[src/rtl/sync_edge_filter.sv]
// Multi-channel sync input conditioner: 2-flop synchronizer, polarity select,
// K-cycle debounce, registered edge pulses and rising-to-rising period measurement.
module sync_edge_filter #(
  parameter int NUM_CH = 2,
  parameter int CNT_W  = 8,
  parameter int PER_W  = 24
) (
  input  logic                      clk,
  input  logic                      reset_n,
  input  logic [NUM_CH-1:0]         sync_i,
  input  logic [NUM_CH-1:0]         invert_i,
  input  logic                      en_i,
  input  logic [CNT_W-1:0]          stable_cnt_i,
  output logic [NUM_CH-1:0]         sync_o,
  output logic [NUM_CH-1:0]         redge_o,
  output logic [NUM_CH-1:0]         fedge_o,
  output logic [NUM_CH*PER_W-1:0]   period_o,
  output logic [NUM_CH-1:0]         period_vld_o,
  output logic [NUM_CH-1:0]         period_ovf_o
);

  logic [NUM_CH-1:0] meta;
  logic [NUM_CH-1:0] sync_q;
  logic [NUM_CH-1:0] raw;
  logic [CNT_W-1:0]  keff;

  // The synchronizers run regardless of en_i so re-enabling sees a settled level.
  always_ff @(posedge clk or negedge reset_n) begin
    if (!reset_n) begin
      meta   <= '0;
      sync_q <= '0;
    end else begin
      // NOTE: non-blocking assignments keep meta->sync_q a true two-stage shift
      // regardless of statement order; blocking here would collapse it to one flop.
      meta   <= sync_i;
      sync_q <= meta;
    end
  end

  assign raw  = sync_q ^ invert_i;
  assign keff = (stable_cnt_i == '0) ? CNT_W'(1) : stable_cnt_i;

  for (genvar n = 0; n < NUM_CH; n++) begin : g_ch
    logic [CNT_W-1:0] cnt;
    logic [CNT_W:0]   cnt_inc;
    logic             flt;
    logic             red;
    logic             fed;
    logic             vld;
    logic             ovf;
    logic             armed;
    logic [PER_W-1:0] per;
    logic [PER_W-1:0] per_out;
    logic             take;
    logic             rise;
    logic             fall;
    logic             per_max;

    // cnt counts consecutive cycles raw has disagreed with flt; one extra bit
    // keeps the compare against keff free of wrap-around.
    assign cnt_inc = {1'b0, cnt} + 1'b1;
    assign take    = en_i && (raw[n] != flt) && (cnt_inc >= {1'b0, keff});
    assign rise    = take && raw[n];
    assign fall    = take && !raw[n];
    assign per_max = &per;

    always_ff @(posedge clk or negedge reset_n) begin
      if (!reset_n) begin
        cnt     <= '0;
        flt     <= 1'b0;
        red     <= 1'b0;
        fed     <= 1'b0;
        vld     <= 1'b0;
        ovf     <= 1'b0;
        armed   <= 1'b0;
        per     <= '0;
        per_out <= '0;
      end else begin
        red <= rise;
        fed <= fall;
        vld <= rise && armed;
        ovf <= rise && armed && per_max;
        if (!en_i) begin
          cnt   <= '0;
          per   <= '0;
          armed <= 1'b0;
        end else begin
          if ((raw[n] == flt) || take) cnt <= '0;
          else                         cnt <= cnt_inc[CNT_W-1:0];
          if (take) flt <= raw[n];
          // A period spans edge-to-edge, so the edge cycle itself adds one.
          if (rise) begin
            per   <= '0;
            armed <= 1'b1;
            if (armed) per_out <= per_max ? per : per + 1'b1;
          end else if (!per_max) begin
            per <= per + 1'b1;
          end
        end
      end
    end

    assign sync_o[n]                  = flt;
    assign redge_o[n]                 = red;
    assign fedge_o[n]                 = fed;
    assign period_vld_o[n]            = vld;
    assign period_ovf_o[n]            = ovf;
    assign period_o[n*PER_W +: PER_W] = per_out;
  end

endmodule

[config.mk]
export PLATFORM = sky130hd
export DESIGN_NAME = sync_edge_filter
export DESIGN_NICKNAME = d
export VERILOG_FILES = /design/src/rtl/sync_edge_filter.sv
export SDC_FILE = /design/constraint.sdc
export NUM_CORES = 1
export LEC_CHECK = 0
export ABC_CLOCK_PERIOD_IN_PS = 4700
export BUFFER_PORTS_ARGS = -buffer_cell sky130_fd_sc_hd__buf_2
export CORE_MARGIN = 4
export CORE_UTILIZATION = 61
export DETAILED_ROUTE_END_ITERATION = 8
export PLACE_DENSITY_LB_ADDON = 0.12
export SLEW_MARGIN = 20
export SYNTH_ARGS = -nofsm -noshare
export SYNTH_HDL_FRONTEND = slang
export SYNTH_SLANG_ARGS = --single-unit
export TNS_END_PERCENT = 20
[constraint.sdc]
create_clock -name clk -period 4.7 [get_ports clk]
set_input_delay 0.705 -clock clk [delete_from_list [all_inputs] [get_ports clk]]
set_output_delay 0.705 -clock clk [all_outputs]
set_load 0.02 [all_outputs]
Yosys cells after proc, flatten, opt, wreduce, memory -nomap -nowiden
Index checks and enable logic that the tools add are counted.
Storage, ports and cells
  output and inout bits: 58
  input bits: 15
  word-level logic and storage cells: 71
  bits in registers: 128
Cells by class
  multiplexer cells: 15
  bitwise gates (word level): 1
  add/subtract/negate cells: 4
  reduce and logical (&&, ||, !) cells: 23
  $lt $le $gt $ge: 2
  equality and inequality tests: 6
Operators with widths (number)
  $mux 24: 6
  $add 24x1->24 const B: 2
  $reduce_and 24->1: 2
  $mux 8: 5
  $add 8x1->9 const B: 2
  $ge 9x8->1: 2
  $logic_and 1x1->1: 12
  $logic_not 8->1: 1
  $reduce_and 3->1: 2
  $mux 1: 4
  $ne 2x1->1 const B: 2
  $reduce_and 2->1: 2
  $eq 1x1->1: 2
  $logic_not 1->1: 2
  $logic_or 1x1->1: 2
  $ne 1x1->1: 2
  $xor 2x2->2: 1

Depth between registers and ports, before layout
  depth in word-level cells: 7
  mapped depth: 13

Least setup slack after synthesis
OpenSTA, ideal clock, no wires.
  path type: input port to flip-flop
  start: input stable_cnt_i[4]
  end: register g_ch[0].per_out[4]
  setup time: 0.125 ns
  data arrival time: 2.822 ns
  stages: 10
  setup slack: 1.753 ns
  required time: 4.575 ns
  cells stage by stage: nor4_1 > a41o_1 > ha_1 > nand2b_1 > a21o_1 > a21oi_1 > o31a_1 > or4_4 > buf_6 > mux2_4
On the way
  word-level cells in the longest chain between the ends: 6
Ends and longest elaborated chain
  start: declaration: line 13  | input logic [CNT_W-1:0] stable_cnt_i,
  $logic_not 8->1: line 41  | assign keff = (stable_cnt_i == '0) ? CNT_W'(1) : stable_cnt_i;
  $mux 8 *: line 41
  $ge 9x8->1 *: line 62  | assign take = en_i && (raw[n] != flt) && (cnt_inc >= {1'b0, keff});
  $logic_and 1x1->1 *: line 62
  $logic_and 1x1->1 *: line 63  | assign rise = take && raw[n];
  $reduce_and 3->1 (no line) *
  end signal: assignment: line 95  | if (armed) per_out <= per_max ? per : per + 1'b1;
  end: declaration: line 53  | logic [PER_W-1:0] per_out;
Every way passes the cells marked *; elsewhere a longest branch is shown, timed or not.
A chain may end at the register's enable or synchronous reset.

Final worst setup path
  start: register g_ch[1].cnt[0]
  end: register g_ch[1].per_out[21]
On the way
  word-level cells in the longest chain between the ends: 5
Ends and longest elaborated chain
  start: declaration: line 44  | logic [CNT_W-1:0] cnt;
  start signal: assignment: line 89  | else cnt <= cnt_inc[CNT_W-1:0];
  $add 8x1->9: line 61  | assign cnt_inc = {1'b0, cnt} + 1'b1;
  $ge 9x8->1: line 62
  $logic_and 1x1->1: line 62
  $logic_and 1x1->1: line 63
  $reduce_and 3->1 (no line)
  end signal: assignment: line 95
  end: declaration: line 53
Every way passes these cells.

==> run summary <==
Outcome = finished, final reports clean
Ys flop type = dfrtp_1
# port buffers = 72
Slew Limit Fails = 0
DRC viols = 0
WP data arrival = 3.98 ns
Count leader, synth = dfrtp_1
Distinct cell type count after synthesis = 55
# Post-CTS Setup Buffers = 0
Final HPWL DP = 8535 um
Fill cells = 707
Die area = 11,770 sq um
Cts hold-fix bufs = 0
Largest vdd supply drop = 221.2 uV
Top cell type's share of synthesized area = 0.5199
PwrDens = 352.8 nW/um^2
Fin Clk Skew = 0.009435 ns
GR Overflow Total = 0
Iteration-0 DRC Markers = 177
CP Cell Sequence = ha_1, nand3_1, nor2_1, xor2_1, ha_1, and3_1, a221oi_1, o211a_1, or3_1, buf_4, mux2i_1
Critical path endpoint category = register
Ant diodes = 0
Vias in the first global route = 4,560
# resized after CTS = 0
Setup ws final = 1.165 ns
Largest net degree at the start of global routing = 69
Synthesized area = 6161 sq um
Vias = 4,399
Synth top cells by count = 128 x dfrtp_1, 72 x nor2_1, 60 x inv_1
Longest Clk Path Bufs = 2
Max Fclk = 0.2829 GHz
Number of routed nets with antenna violations = 0
Initial antenna violation count = 0
Placement row count = 36
Slew HR = 0.3584
FFs w/ async S/R, synth = 1.000
Hold Violations, Final = 0
Via density = 5.458
Clk slew on worst S/H paths = 0.06 ns
Syn avg cell area = 10.50 sq um
Root buffer selected by CTS = clkbuf_8
Drt total wl = 12,660 um
Max_cap viols = 0
Final setup viols = 0
Lkg Pwr = 3.811 nW
Largest registers = g_ch.per: 48 flops, g_ch.per_out: 48 flops, g_ch.cnt: 16 flops
Unrepaired setup endpoints after global routing = no
Layout cell share with drive strength beyond 1 = 0.1813
Final period util = 0.7522
Dominant cells by area after synthesis = dfrtp_1 52%, mux2i_1 7.3%, nor2_1 4.4%
All-layer global routing usage = 0.2372
Warnings, synthesis = 0
Area Growth Syn to Fin = 16.27%
Worst Hold Class = in -> reg
Multi-input logic area = 2575 sq um
Pre-CTS setup slack = 1.053 ns
Syn nets = 622
Post-synth EDFFs = 0
Total CTS buffers = 17
CTS Sinks = 128
Htree depth = 4
CTS tree = yes
Register area = 3203 sq um
Crit path largest cell delay = 0.74 ns
Slowest stage cell, crit path = or3_1
Number of synthesized register bits = 128
First-pass GRT wire length = 21,780 um
Crit-path max FO = 18
Latest clock arrival within the worst-skew pair = 0.52 ns
CP required = 5.14 ns
Detailed Routing Iterations Pass 1 = 4
Total power = 2.527 mW
Reg2reg setup slack = 1.16 ns
Crit Path Class = reg -> reg
Yosys top cell by area = dfrtp_1
Die W = 108.5 um
Starting density of the core = 0.6274
Worst-margin pin slew = 0.9382 ns
Placer Congestion = 0.9424
Startpoint types = register
CORE AREA = 9819 sq um
Setup TNS = 0 ns
Minimum clock period = 3.535 ns
Gate Count Post-Synth = 587
IO Pins = 73
Seq/Total Area, Yosys = 0.5199
DIE HEIGHT = 108.5 um
DR WL/cell = 15.70 um
Nets@finish = 696
CP dominant cell by count = ha_1
-- worst paths after layout --
| kind | startpoint | to | cells after the start |
|---|---|---|---|
| worst max-delay path | g_ch[1].cnt[0] | g_ch[1].per_out[21] | 11 |
| worst min-delay path | sync_i[1] | meta[1] | 1 |
| worst max register to register | g_ch[1].cnt[0] | g_ch[1].per_out[21] | 11 |
| worst min register to register | meta[0] | sync_q[0] | 0 |
| max in group asynchronous | reset_n | g_ch[1].per[2] | 2 |
| min in group asynchronous | reset_n | g_ch[0].per_out[17] | 1 |
-- layer usage --
layer  vias to the layer above  wire, um  track usage
li1                       2125         -            -
met1                      2135      5491       0.3046
met2                       114      6361       0.3941
met3                        25       588      0.04955
met4                         0       213      0.09558
met5                         -         0            0
-- cell families (layout without fill, tap and decap cells) --
| kind of cell | Yosys count | after routing | synth area share |
|---|---|---|---|
| xor gates and xnor gates | 52 | 52 | 0.07392 |
| AOI/OAI and AO/OA | 37 | 37 | 0.04143 |
| buffers and inverters | 83 | 169 | 0.06296 |
| muxes | 52 | 52 | 0.08712 |
| DFF | 128 | 128 | 0.5199 |
| and+or+nand+nor | 215 | 215 | 0.1741 |
| adders and majority gates | 20 | 20 | 0.04062 |
-- critical path, delay by kind of cell, from the launching register on --
family	cells	cell delay, ns
xor+xnor	1	0.21
simple gates	4	1.24
flops	1	0.41
fa+ha+maj	2	0.48
buf+inv	1	0.30
compound gates	2	0.60
mux	1	0.20
-- layout make-up --
type,instances,share of cell area
repair buffers,78,0.05694
clock buffers,21,0.06271
clock inverters,10,0.01904
flip-flops and latches,128,0.4472
well taps,133,0.02323
inverters,60,0.03144
multi-input cells,376,0.3595
-- where the power goes --
| group | total, mW | internal [mW] | leakage, nW | switching (mW) |
|---|---|---|---|---|
| Clock | 1.30 | 0.830 | 0.280 | 0.467 |
| Combinational | 0.102 | 0.0330 | 1.98 | 0.0690 |
| Sequential | 1.13 | 1.11 | 1.55 | 0.0130 |
| Total | 2.53 | 1.98 | 3.81 | 0.549 |
-- stage by stage --
step	hold slack [ns]	area, sq um	cells	util
floorplan	0.3312	6161	587	-
global placement	0.3398	6578	775	0.6699
detailed placement	0.3355	6578	775	0.6699
CTS	0.2746	7163	806	0.7295
global route	0.2757	7163	806	0.7295
finish	0.2895	7163	806	0.7295
-- cell usage in the layout (no fill, tap or decap), types with 4 or more instances in the layout --
master	Yosys	final
a21o_1	4	4
a21oi_1	9	9
and3_1	18	18
buf_2	3	71
buf_4	10	7
clkbuf_16	0	16
dfrtp_1	128	128
ha_1	20	20
inv_1	60	60
mux2_2	5	5
mux2i_1	45	45
nand2_1	27	27
nand2b_1	4	4
nand3_1	31	31
nand4_1	10	10
nor2_1	72	72
nor2b_1	11	11
nor3_1	15	15
nor4_1	8	8
o21ai_0	6	6
xnor2_1	30	30
xor2_1	22	22
(Power assumes the default switching activity.)
